<file path="src/rtl/load_store_unit_pkg.sv">
// load_store_unit_pkg: shared states, funct3 codes and error causes for the load/store unit
package load_store_unit_pkg;
  typedef enum logic [1:0] {
    LSU_STATE__IDLE,
    LSU_STATE__WAIT,
    LSU_STATE__RESP
  } lsu_state_t;
  typedef enum logic [1:0] {
    LSU_ERR__NONE,
    LSU_ERR__MISALIGNED,
    LSU_ERR__ILLEGAL,
    LSU_ERR__TIMEOUT
  } lsu_err_t;
  localparam logic [2:0] LSU_F3__LB  = 3'b000;
  localparam logic [2:0] LSU_F3__LH  = 3'b001;
  localparam logic [2:0] LSU_F3__LW  = 3'b010;
  localparam logic [2:0] LSU_F3__LBU = 3'b100;
  localparam logic [2:0] LSU_F3__LHU = 3'b101;
  localparam logic [2:0] LSU_F3__SB  = 3'b000;
  localparam logic [2:0] LSU_F3__SH  = 3'b001;
  localparam logic [2:0] LSU_F3__SW  = 3'b010;
endpackage

</file>
<file path="src/rtl/lsu_lane_align.sv">
// lsu_lane_align: byte enables, lane-replicated store data, extended load data and access checks
module lsu_lane_align
  import load_store_unit_pkg::*;
(
  input  logic        we,
  input  logic [2:0]  funct3,
  input  logic [1:0]  addr,
  input  logic [31:0] wdata,
  input  logic [31:0] mem_rdata,
  output logic [3:0]  be,
  output logic [31:0] store_data,
  output logic [31:0] load_data,
  output logic        misaligned,
  output logic        illegal
);
  logic [1:0]  size;
  logic [7:0]  byte_sel;
  logic [15:0] half_sel;
  always_comb begin
    size = funct3[1:0];
    illegal = we ? !(funct3 inside {LSU_F3__SB, LSU_F3__SH, LSU_F3__SW})
                 : !(funct3 inside {LSU_F3__LB, LSU_F3__LH, LSU_F3__LW, LSU_F3__LBU, LSU_F3__LHU});
    misaligned = size == 2'd1 ? addr[0] : size == 2'd2 ? |addr : 1'b0;
    be = size == 2'd0 ? 4'b0001 << addr : size == 2'd1 ? (addr[1] ? 4'b1100 : 4'b0011) : 4'b1111;
    store_data = !we ? 32'd0 : size == 2'd0 ? {4{wdata[7:0]}} : size == 2'd1 ? {2{wdata[15:0]}} : wdata;
    byte_sel = mem_rdata[{addr, 3'b000} +: 8];
    half_sel = addr[1] ? mem_rdata[31:16] : mem_rdata[15:0];
    // funct3[2] marks the unsigned load variants
    load_data = size == 2'd0 ? {{24{~funct3[2] & byte_sel[7]}}, byte_sel}
              : size == 2'd1 ? {{16{~funct3[2] & half_sel[15]}}, half_sel} : mem_rdata;
  end
endmodule

</file>
<file path="src/rtl/load_store_unit.sv">
// load_store_unit: req/ack load/store engine with fault detection; LSU_TIMEOUT_EN adds a WAIT timeout
module load_store_unit
  import load_store_unit_pkg::*;
#(
  parameter int TIMEOUT_CYCLES = 16
) (
  input  logic        clk,
  input  logic        reset,
  input  logic        req,
  input  logic        we,
  input  logic [2:0]  funct3,
  input  logic [31:0] addr,
  input  logic [31:0] wdata,
  output logic        busy,
  output logic        done,
  output logic [31:0] rdata,
  output logic        error,
  output logic [1:0]  error_cause,
  output logic        mem_req,
  output logic        mem_we,
  output logic [31:0] mem_addr,
  output logic [3:0]  mem_be,
  output logic [31:0] mem_wdata,
  input  logic        mem_ack,
  input  logic [31:0] mem_rdata
);
  lsu_state_t  state, state_n;
  lsu_err_t    cause, cause_n;
  logic        busy_n, done_n, error_n, mem_req_n, mem_we_n, timeout;
  logic [31:0] mem_addr_n, mem_wdata_n, rdata_n;
  logic [3:0]  mem_be_n;
  logic [2:0]  f3_q;
  logic [1:0]  lo_q;
  logic [3:0]  be;
  logic [31:0] st_data, ld_data;
  logic        misaligned, illegal;
  // the aligner sees live inputs when accepting and the captured access while waiting
  lsu_lane_align u_align (
    .we        (state == LSU_STATE__IDLE ? we : mem_we),
    .funct3    (state == LSU_STATE__IDLE ? funct3 : f3_q),
    .addr      (state == LSU_STATE__IDLE ? addr[1:0] : lo_q),
    .wdata     (wdata),
    .mem_rdata (mem_rdata),
    .be        (be),
    .store_data(st_data),
    .load_data (ld_data),
    .misaligned(misaligned),
    .illegal   (illegal)
  );
`ifdef LSU_TIMEOUT_EN
  localparam int CW = $clog2(TIMEOUT_CYCLES + 1);
  logic [CW-1:0] cnt;
  always_ff @(posedge clk or posedge reset)
    if (reset) cnt <= '0;
    else cnt <= state == LSU_STATE__WAIT ? cnt + 1'b1 : '0;
  assign timeout = state == LSU_STATE__WAIT && !mem_ack && cnt == CW'(TIMEOUT_CYCLES - 1);
`else
  assign timeout = 1'b0;
`endif
  always_comb begin
    state_n = state;
    busy_n = busy;
    done_n = 1'b0;
    error_n = error;
    cause_n = cause;
    mem_req_n = mem_req;
    mem_we_n = mem_we;
    mem_addr_n = mem_addr;
    mem_be_n = mem_be;
    mem_wdata_n = mem_wdata;
    rdata_n = rdata;
    case (state)
      LSU_STATE__IDLE: if (req) begin
        busy_n = 1'b1;
        if (illegal || misaligned) begin
          state_n = LSU_STATE__RESP;
          done_n = 1'b1;
          error_n = 1'b1;
          cause_n = illegal ? LSU_ERR__ILLEGAL : LSU_ERR__MISALIGNED;
        end else begin
          state_n = LSU_STATE__WAIT;
          error_n = 1'b0;
          cause_n = LSU_ERR__NONE;
          mem_req_n = 1'b1;
          mem_we_n = we;
          mem_addr_n = {addr[31:2], 2'b00};
          mem_be_n = be;
          mem_wdata_n = st_data;
        end
      end
      LSU_STATE__WAIT: if (mem_ack || timeout) begin
        state_n = LSU_STATE__RESP;
        done_n = 1'b1;
        mem_req_n = 1'b0;
        error_n = !mem_ack;
        cause_n = mem_ack ? LSU_ERR__NONE : LSU_ERR__TIMEOUT;
        rdata_n = mem_ack && !mem_we ? ld_data : rdata;
      end
      LSU_STATE__RESP: begin
        state_n = LSU_STATE__IDLE;
        busy_n = 1'b0;
      end
      default: state_n = LSU_STATE__IDLE;
    endcase
  end
  always_ff @(posedge clk or posedge reset)
    if (reset) begin
      state <= LSU_STATE__IDLE;
      cause <= LSU_ERR__NONE;
      busy <= 1'b0;
      done <= 1'b0;
      error <= 1'b0;
      mem_req <= 1'b0;
      mem_we <= 1'b0;
      mem_addr <= '0;
      mem_be <= '0;
      mem_wdata <= '0;
      rdata <= '0;
      f3_q <= '0;
      lo_q <= '0;
    end else begin
      state <= state_n;
      cause <= cause_n;
      busy <= busy_n;
      done <= done_n;
      error <= error_n;
      mem_req <= mem_req_n;
      mem_we <= mem_we_n;
      mem_addr <= mem_addr_n;
      mem_be <= mem_be_n;
      mem_wdata <= mem_wdata_n;
      rdata <= rdata_n;
      if (state == LSU_STATE__IDLE && req) begin
        f3_q <= funct3;
        lo_q <= addr[1:0];
      end
    end
  assign error_cause = cause;
endmodule

</file>
<file path="config.mk">
export PLATFORM = sky130hd
export DESIGN_NAME = load_store_unit
export DESIGN_NICKNAME = d
export VERILOG_FILES = /design/src/rtl/load_store_unit_pkg.sv /design/src/rtl/lsu_lane_align.sv /design/src/rtl/load_store_unit.sv
export SDC_FILE = /design/constraint.sdc
export NUM_CORES = 1
export LEC_CHECK = 0
export CAP_MARGIN = 20
export CORE_AREA = 2 2 131 133
export CTS_CLUSTER_SIZE = 40
export DETAILED_ROUTE_END_ITERATION = 6
export DIE_AREA = 0 0 133 135
export GPL_ROUTABILITY_DRIVEN = 0
export GPL_TIMING_DRIVEN = 0
export PLACE_DENSITY = 0.73
export SYNTH_ARGS = -nofsm -noshare
export SYNTH_HDL_FRONTEND = slang
export SYNTH_HIERARCHICAL = 1
export SYNTH_SLANG_ARGS = --single-unit
export TNS_END_PERCENT = 20
</file>
<file path="constraint.sdc">
create_clock -name clk -period 4.4 [get_ports clk]
set_input_delay 0.88 -clock clk [delete_from_list [all_inputs] [get_ports clk]]
set_output_delay 0.88 -clock clk [all_outputs]
set_load 0.01 [all_outputs]
</file>
Word level (Yosys, flattened, before mapping)
Index checks and enable logic that the tools add are counted.
{"block": "word_totals", "output_inout_bits": 107, "wordCells": 88, "register_bits": 112, "in_bits": 104}
{"block": "classes", "n_eq_ne": 11, "n_bitwise": 4, "reduce_logical": 21, "n_shift": 2, "mux": 37}
{"operator": "$mux 32", "count": 5}
{"operator": "$shiftx 32x6->8", "count": 1}
{"operator": "$mux 16", "count": 1}
{"operator": "$mux 2", "count": 8}
{"operator": "$mux 1", "count": 13}
{"operator": "$mux 4", "count": 3}
{"operator": "$reduce_and 3->1", "count": 3}
{"operator": "$pmux 1 s2", "count": 4}
{"operator": "$pmux 2 s2", "count": 2}
{"operator": "$eq 3x3->1 const B", "count": 2}
{"operator": "$ne 2x2->1 const B", "count": 3}
{"operator": "$reduce_bool 5->1", "count": 1}
{"operator": "$eq 2x1->1 const B", "count": 2}
{"operator": "$eq 2x2->1 const B", "count": 2}
{"operator": "$logic_not 1->1", "count": 4}
{"operator": "$logic_not 2->1", "count": 2}
{"operator": "$reduce_and 2->1", "count": 2}
{"operator": "$reduce_and 4->1", "count": 1}
{"operator": "$reduce_bool 2->1", "count": 2}
{"operator": "$shl 1x2->4 const A", "count": 1}
{"operator": "$eq 3x1->1 const B", "count": 1}
{"operator": "$eq 3x2->1 const B", "count": 1}
{"operator": "$logic_not 3->1", "count": 1}
{"operator": "$mux 3", "count": 1}
{"operator": "6 further kinds", "count": 9}

Logic depth before layout (Yosys ltp)
{"block": "depth", "depth_word": 10, "ltp_mapped": 13, "ltp_nobuf": 8}

Cells and area by module
Netlist, hierarchy kept.
{"module": "load_store_unit", "n_inst": 1, "area_each_um2": 4336.7, "seq_area_each_um2": 2802.7, "cells_per_inst": 267}
{"module": "lsu_lane_align", "n_inst": 1, "area_each_um2": 1362.6, "seq_area_each_um2": 0.0, "cells_per_inst": 198}

Least setup slack after synthesis
No wires, ideal clock.
{"block": "synth_timing", "kind": "reg2reg", "startpoint": "reg state[0]", "endpoint": "reg mem_addr[12]", "period_less_slack_ns": 2.872, "t_arrival_ns": 2.746, "slack_ns": 1.528, "path_buffers": 6, "required_ns": 4.275, "stages_incl_launch_ff": 14, "setup_ns": 0.125, "path_cell_list": "dfrtp_1 buf_2 nor2_1 mux2_2 buf_2 buf_2 clkbuf_1 nor2_1 nor2_1 nor2_1 nand2_4 buf_6 buf_6 mux2_4"}
{"block": "synth_between", "elab_chain_cells": 9, "word_cells_on_any_way": 22, "cone_classes": "6 x eq/ne; 6 x mux; 1 x bitwise; 9 x reduce/logical"}
{"element": "start: declaration", "line_no": "load_store_unit.sv:27", "source": "lsu_state_t state, state_n;"}
{"element": "start signal: assignment", "line_no": "load_store_unit.sv:122", "source": "state <= state_n;"}
{"element": "$logic_not 2->1 (*)", "line_no": "load_store_unit.sv:39, load_store_unit.sv:40"}
{"element": "$mux 3", "line_no": "load_store_unit.sv:40", "source": ".funct3 (state == LSU_STATE__IDLE ? funct3 : f3_q),"}
{"element": "$eq 3x1->1, or another cell as far along", "line_no": "lsu_lane_align.sv:21, lsu_lane_align.sv:22"}
{"element": "$reduce_bool 5->1 or $reduce_bool 3->1 (tied branches)", "line_no": "lsu_lane_align.sv:22, lsu_lane_align.sv:21"}
{"element": "$logic_not 1->1 (on tied branches)", "line_no": "lsu_lane_align.sv:22, lsu_lane_align.sv:21"}
{"element": "$mux 1 (*)", "line_no": "lsu_lane_align.sv:21", "source": "illegal = we ? !(funct3 inside {LSU_F3__SB, LSU_F3__SH, LSU_F3__SW})"}
{"element": "via illegal", "line_no": "load_store_unit.sv:36", "source": "logic misaligned, illegal;"}
{"element": "$logic_or 1x1->1 (*)", "line_no": "load_store_unit.sv:75", "source": "if (illegal || misaligned) begin"}
{"element": "$not 1->1 (no source line) (*)"}
{"element": "$reduce_and 3->1 (no source line) (*)"}
{"element": "end signal: assignment", "line_no": "load_store_unit.sv:129", "source": "mem_addr <= mem_addr_n;"}
{"element": "end: declaration", "line_no": "load_store_unit.sv:21", "source": "output logic [31:0] mem_addr,"}
The timed path passes the listed nets; every way through them passes the cells marked *.
A chain may end at the register's enable or synchronous reset.

Worst setup path in the final report
{"block": "layout_timing", "startpoint": "reg state[0]", "endpoint": "reg mem_wdata[29]"}
{"block": "layout_between", "elab_chain_cells": 9, "word_cells_on_any_way": 26, "cone_classes": "6 x eq/ne; 9 x mux; 1 x bitwise; 10 x reduce/logical"}
{"element": "$logic_not 2->1 (*)", "line_no": "load_store_unit.sv:39, load_store_unit.sv:40"}
{"element": "$mux 3", "line_no": "load_store_unit.sv:40"}
{"element": "$eq 3x1->1, or another cell as far along", "line_no": "lsu_lane_align.sv:21, lsu_lane_align.sv:22"}
{"element": "$reduce_bool 5->1 or $reduce_bool 3->1 (tied branches)", "line_no": "lsu_lane_align.sv:22, lsu_lane_align.sv:21"}
{"element": "$logic_not 1->1 (on tied branches)", "line_no": "lsu_lane_align.sv:22, lsu_lane_align.sv:21"}
{"element": "$mux 1 (*)", "line_no": "lsu_lane_align.sv:21"}
{"element": "via illegal", "line_no": "load_store_unit.sv:36"}
{"element": "$logic_or 1x1->1 (*)", "line_no": "load_store_unit.sv:75"}
{"element": "$not 1->1 (no source line) (*)"}
{"element": "$reduce_and 3->1 (no source line) (*)"}
{"element": "end signal: assignment", "line_no": "load_store_unit.sv:131", "source": "mem_wdata <= mem_wdata_n;"}
{"element": "end: declaration", "line_no": "load_store_unit.sv:23", "source": "output logic [31:0] mem_wdata,"}
Marks and branches as above.

==> qor.txt <==
PLACE
-------------------------------------------------------------------------------------
Cell area after placement                                                    8090 µm²
Half-perimeter wire length after detailed placement                          12600 µm
Count of input and output buffers                                                 208
Pre-CTS worst setup slack                                                      500 ps

STA
-------------------------------------------------------------------------------------
Fin worst setup slack                                                          816 ps
Maximum clock rate                                                          0.279 GHz
Clock Skew                                                                    7.37 ps
Setup TNS after final layout                                                     0 ps
Final hold viol count                                                               0
Slew Limit Headroom                                                             60.7%
Endpoints failing setup                                                             0
Final period utilization                                                        81.4%
Minimum period implied by the final worst setup slack                         3580 ps
Worst slew pin tran                                                            590 ps
Max-slew violation count                                                            0
Worst Hold Slack                                                               494 ps
RSZ-0062 raised after global routing                                            false

STATUS
-------------------------------------------------------------------------------------
Status                                                                   finished, final reports clean

DRT
-------------------------------------------------------------------------------------
Average wire per standard cell                                                18.2 µm
Post-route DRC violation count                                                      0
Routed WL                                                                    16600 µm
Count of antenna-violating nets left after detailed routing                         0
Vias after detailed routing                                                      4527
Vias per Instance                                                                4.97
First drt pass iteration count                                                      5
Drt first-iter violations                                                         216

SETUP PATH
-------------------------------------------------------------------------------------
Slowest stage cell on the critical path                                  sky130_fd_sc_hd__nor2_1
Start-to-end type of the worst setup path                                flip-flop to flip-flop
Crit path buf inv count                                                             5
Required time reported for the critical path endpoint                         4640 ps
Crit Path Max Fanout                                                               10
Element type at the critical path start                                     flip-flop
Sort of element at the end of the critical path                             flip-flop
Crit path largest cell delay                                                   440 ps
Ordered cell list for the critical path                                  buf_2 > nor2_1 > mux2_2 > buf_2 > buf_2 > clkbuf_1 > nor2_1 > nor2_1 > nor2_1 > nand2_4 > buf_2 > mux2_2
Arrival time reported for the critical path endpoint                          3820 ps
Critical path's top delay family                                         buffers and inverters

GLOBAL ROUTE
-------------------------------------------------------------------------------------
Largest net degree at the start of global routing                                  70
Wire length of the first global-routing pass                                 26200 µm
All-Layer GR Usage                                                              18.7%
Number of antenna violations at the first check in global routing                   0
Gr ovfl total                                                                       0
Number of global-route vias before repair                                        4861

CELLS AND AREA
-------------------------------------------------------------------------------------
Area Growth Syn to Fin                                                          48.1%
Multi-input combinational cell area                                          2640 µm²
Layout fillers                                                                   1405
Fin nets                                                                          790
Most frequent cells in the layout                                        sky130_fd_sc_hd__clkdlybuf4s50_1, sky130_fd_sc_hd__dfrtp_1, sky130_fd_sc_hd__mux2_2, sky130_fd_sc_hd__nand2_1, sky130_fd_sc_hd__o21ai_0
Final instance area                                                          8440 µm²
Diode count                                                                         0
Area occupied by registers                                                   2800 µm²
Most frequent standard cell in the layout excluding fill and tap cells   sky130_fd_sc_hd__clkdlybuf4s50_1
Fraction of final layout cells sized beyond drive strength 1                    25.9%

CLOCK TREE
-------------------------------------------------------------------------------------
Number of buffers inserted by post-CTS setup repair                                 0
Number of gates given a new drive strength after cts                                0
Total of hold buffers inserted after clock tree synthesis                           0
Later-pin clock latency in the skew report                                     350 ps
Count of clock tree sinks                                                         112
Worst-path clk slew                                                             80 ps
CTS Root Buffer Type                                                     sky130_fd_sc_hd__clkbuf_16
Number of buffers between clock root and the deepest sink                           2
H-tree level count                                                                  3
Clock buffers created by TritonCTS                                                  9
Clock tree from TritonCTS                                                         yes

SYNTHESIS
-------------------------------------------------------------------------------------
Sequential element share of the synthesized area                                49.2%
Post-synthesis register bit count                                                 112
Warnings from Yosys                                                                 6
Cells after synthesis                                                             465
Largest area contributor in the netlist                                  sky130_fd_sc_hd__dfrtp_1
Number of flops mapped to enable cells by yosys                                     0
Area of the mapped netlist                                                   5700 µm²
Mapped Avg Cell Area                                                         12.3 µm²
Main flop type after synthesis                                           sky130_fd_sc_hd__dfrtp_1
Number of unique standard cell types used by synthesis                             42
Async set-reset flop share out of synthesis                                      100%
Cell types occupying the most area after synthesis                       sky130_fd_sc_hd__dfrtp_1, sky130_fd_sc_hd__mux2_2, sky130_fd_sc_hd__mux2i_1
Fraction of synthesized cell area taken by the top area cell type               49.2%

FLOORPLAN
-------------------------------------------------------------------------------------
Number of rows in the core area                                                    47
Chip Width                                                                     133 µm
Die Outline Area                                                            18000 µm²
Total core area                                                             16400 µm²
Effective utilization at floorplan                                              34.7%
Height of the die                                                              135 µm
Count of boundary I/O pins                                                        211

FLOW RUN
-------------------------------------------------------------------------------------
Number of max-capacitance violations reported                                       0

PWR
-------------------------------------------------------------------------------------
Power per cell area                                                        703 nW/µm²
Highest ir drop seen on vdd                                                  0.297 mV
Reported leakage power                                                        3.62 nW

WORST HOLD PATH
-------------------------------------------------------------------------------------
Hold WC Path Type                                                        flip-flop to flip-flop

==> per-stage QoR <==
stage	total power [W]	instances	util, %
floorplan	0.00357	466	-
detailed placement	0.00501	895	49.3
CTS	0.00600	911	51.4
global route	0.00631	911	51.4
finish	0.00593	911	51.4
global placement	0.00490	894	49.1
==> Yosys cell counts, types with 2 or more instances <==
cell / count
sky130_fd_sc_hd__a21boi_0: 8
sky130_fd_sc_hd__a21o_1: 2
sky130_fd_sc_hd__a21oi_1: 6
sky130_fd_sc_hd__a221o_1: 8
sky130_fd_sc_hd__a22o_1: 2
sky130_fd_sc_hd__a22o_2: 8
sky130_fd_sc_hd__and2_1: 16
sky130_fd_sc_hd__buf_2: 13
sky130_fd_sc_hd__buf_4: 3
sky130_fd_sc_hd__buf_6: 7
sky130_fd_sc_hd__clkbuf_1: 8
sky130_fd_sc_hd__dfrtp_1: 112
sky130_fd_sc_hd__inv_1: 7
sky130_fd_sc_hd__mux2_2: 104
sky130_fd_sc_hd__mux2_4: 8
sky130_fd_sc_hd__mux2i_1: 24
sky130_fd_sc_hd__nand2_1: 46
sky130_fd_sc_hd__nor2_1: 8
sky130_fd_sc_hd__nor2b_1: 10
sky130_fd_sc_hd__nor3b_4: 2
sky130_fd_sc_hd__o21ai_0: 31
sky130_fd_sc_hd__o21ai_1: 4
sky130_fd_sc_hd__o21bai_1: 2
sky130_fd_sc_hd__o221a_2: 7
sky130_fd_sc_hd__o22ai_1: 2
==> worst reg2reg max path, stage by stage (launching register included) <==
cell and delay (ps):
sky130_fd_sc_hd__dfrtp_1 360, sky130_fd_sc_hd__buf_2 180, sky130_fd_sc_hd__nor2_1 440, sky130_fd_sc_hd__mux2_2 260
sky130_fd_sc_hd__buf_2 160, sky130_fd_sc_hd__buf_2 270, sky130_fd_sc_hd__clkbuf_1 440, sky130_fd_sc_hd__nor2_1 100
sky130_fd_sc_hd__nor2_1 280, sky130_fd_sc_hd__nor2_1 150, sky130_fd_sc_hd__nand2_4 150, sky130_fd_sc_hd__buf_2 300
sky130_fd_sc_hd__mux2_2 380
==> report_power, final <==
part	internal, W	switching [W]	leakage [nW]	total, W
Sequential	0.00150	0.000250	1.38	0.00175
Combinational	0.00182	0.00139	2.06	0.00321
Clock	0.000565	0.000407	0.172	0.000972
Total	0.00388	0.00205	3.62	0.00593
==> worst paths after layout <==
check,slack (ps),to,from,cells after the start
max in group asynchronous,2720,mem_addr[13],reset,3
min reg2reg,490,mem_req,mem_req,2
max reg2reg,820,mem_wdata[29],state[0],12
min in group asynchronous,940,mem_addr[26],reset,2
min,490,mem_req,mem_req,2
max,820,mem_wdata[29],state[0],12
==> flip-flops by register name (all words and copies together) (netlist names) <==
name         cells
mem_wdata       32
mem_req          1
error            1
lo_q             2
mem_be           4
mem_we           1
state            2
done             1
f3_q             3
error_cause      2
busy             1
rdata           32
mem_addr        30
==> area by class of cell <==
type                    instances  area share [%]
well taps                     220            3.26
inverters                       7           0.341
plain buffers                  35            2.80
clock buffers                   9            2.67
clock inverters                 7            1.47
flip-flops and latches        112            33.2
multi-input cells             312            31.3
repair buffers                209            25.0
==> cell families after synthesis <==
| group | count (synthesis) | synth area share, % |
|---|---|---|
| buffers and inverters | 42 | 4.61 |
| other | 1 | 0.0658 |
| AND/OR/NAND/NOR | 88 | 8.01 |
| AO/OA/AOI/OAI | 83 | 10.5 |
| flip-flops | 112 | 49.2 |
| XOR/XNOR | 1 | 0.154 |
| multiplexers | 138 | 27.5 |
==> routing by layer <==
metal | vias to the layer above | track usage, % | wire, µm
li1 | 2088 | - | -
met1 | 2218 | 22.2 | 6870
met2 | 194 | 32.0 | 8010
met3 | 27 | 6.57 | 1350
met4 | 0 | 5.56 | 315
met5 | - | 0 | 0
No activity file was read; power rests on OpenSTA's default activity.
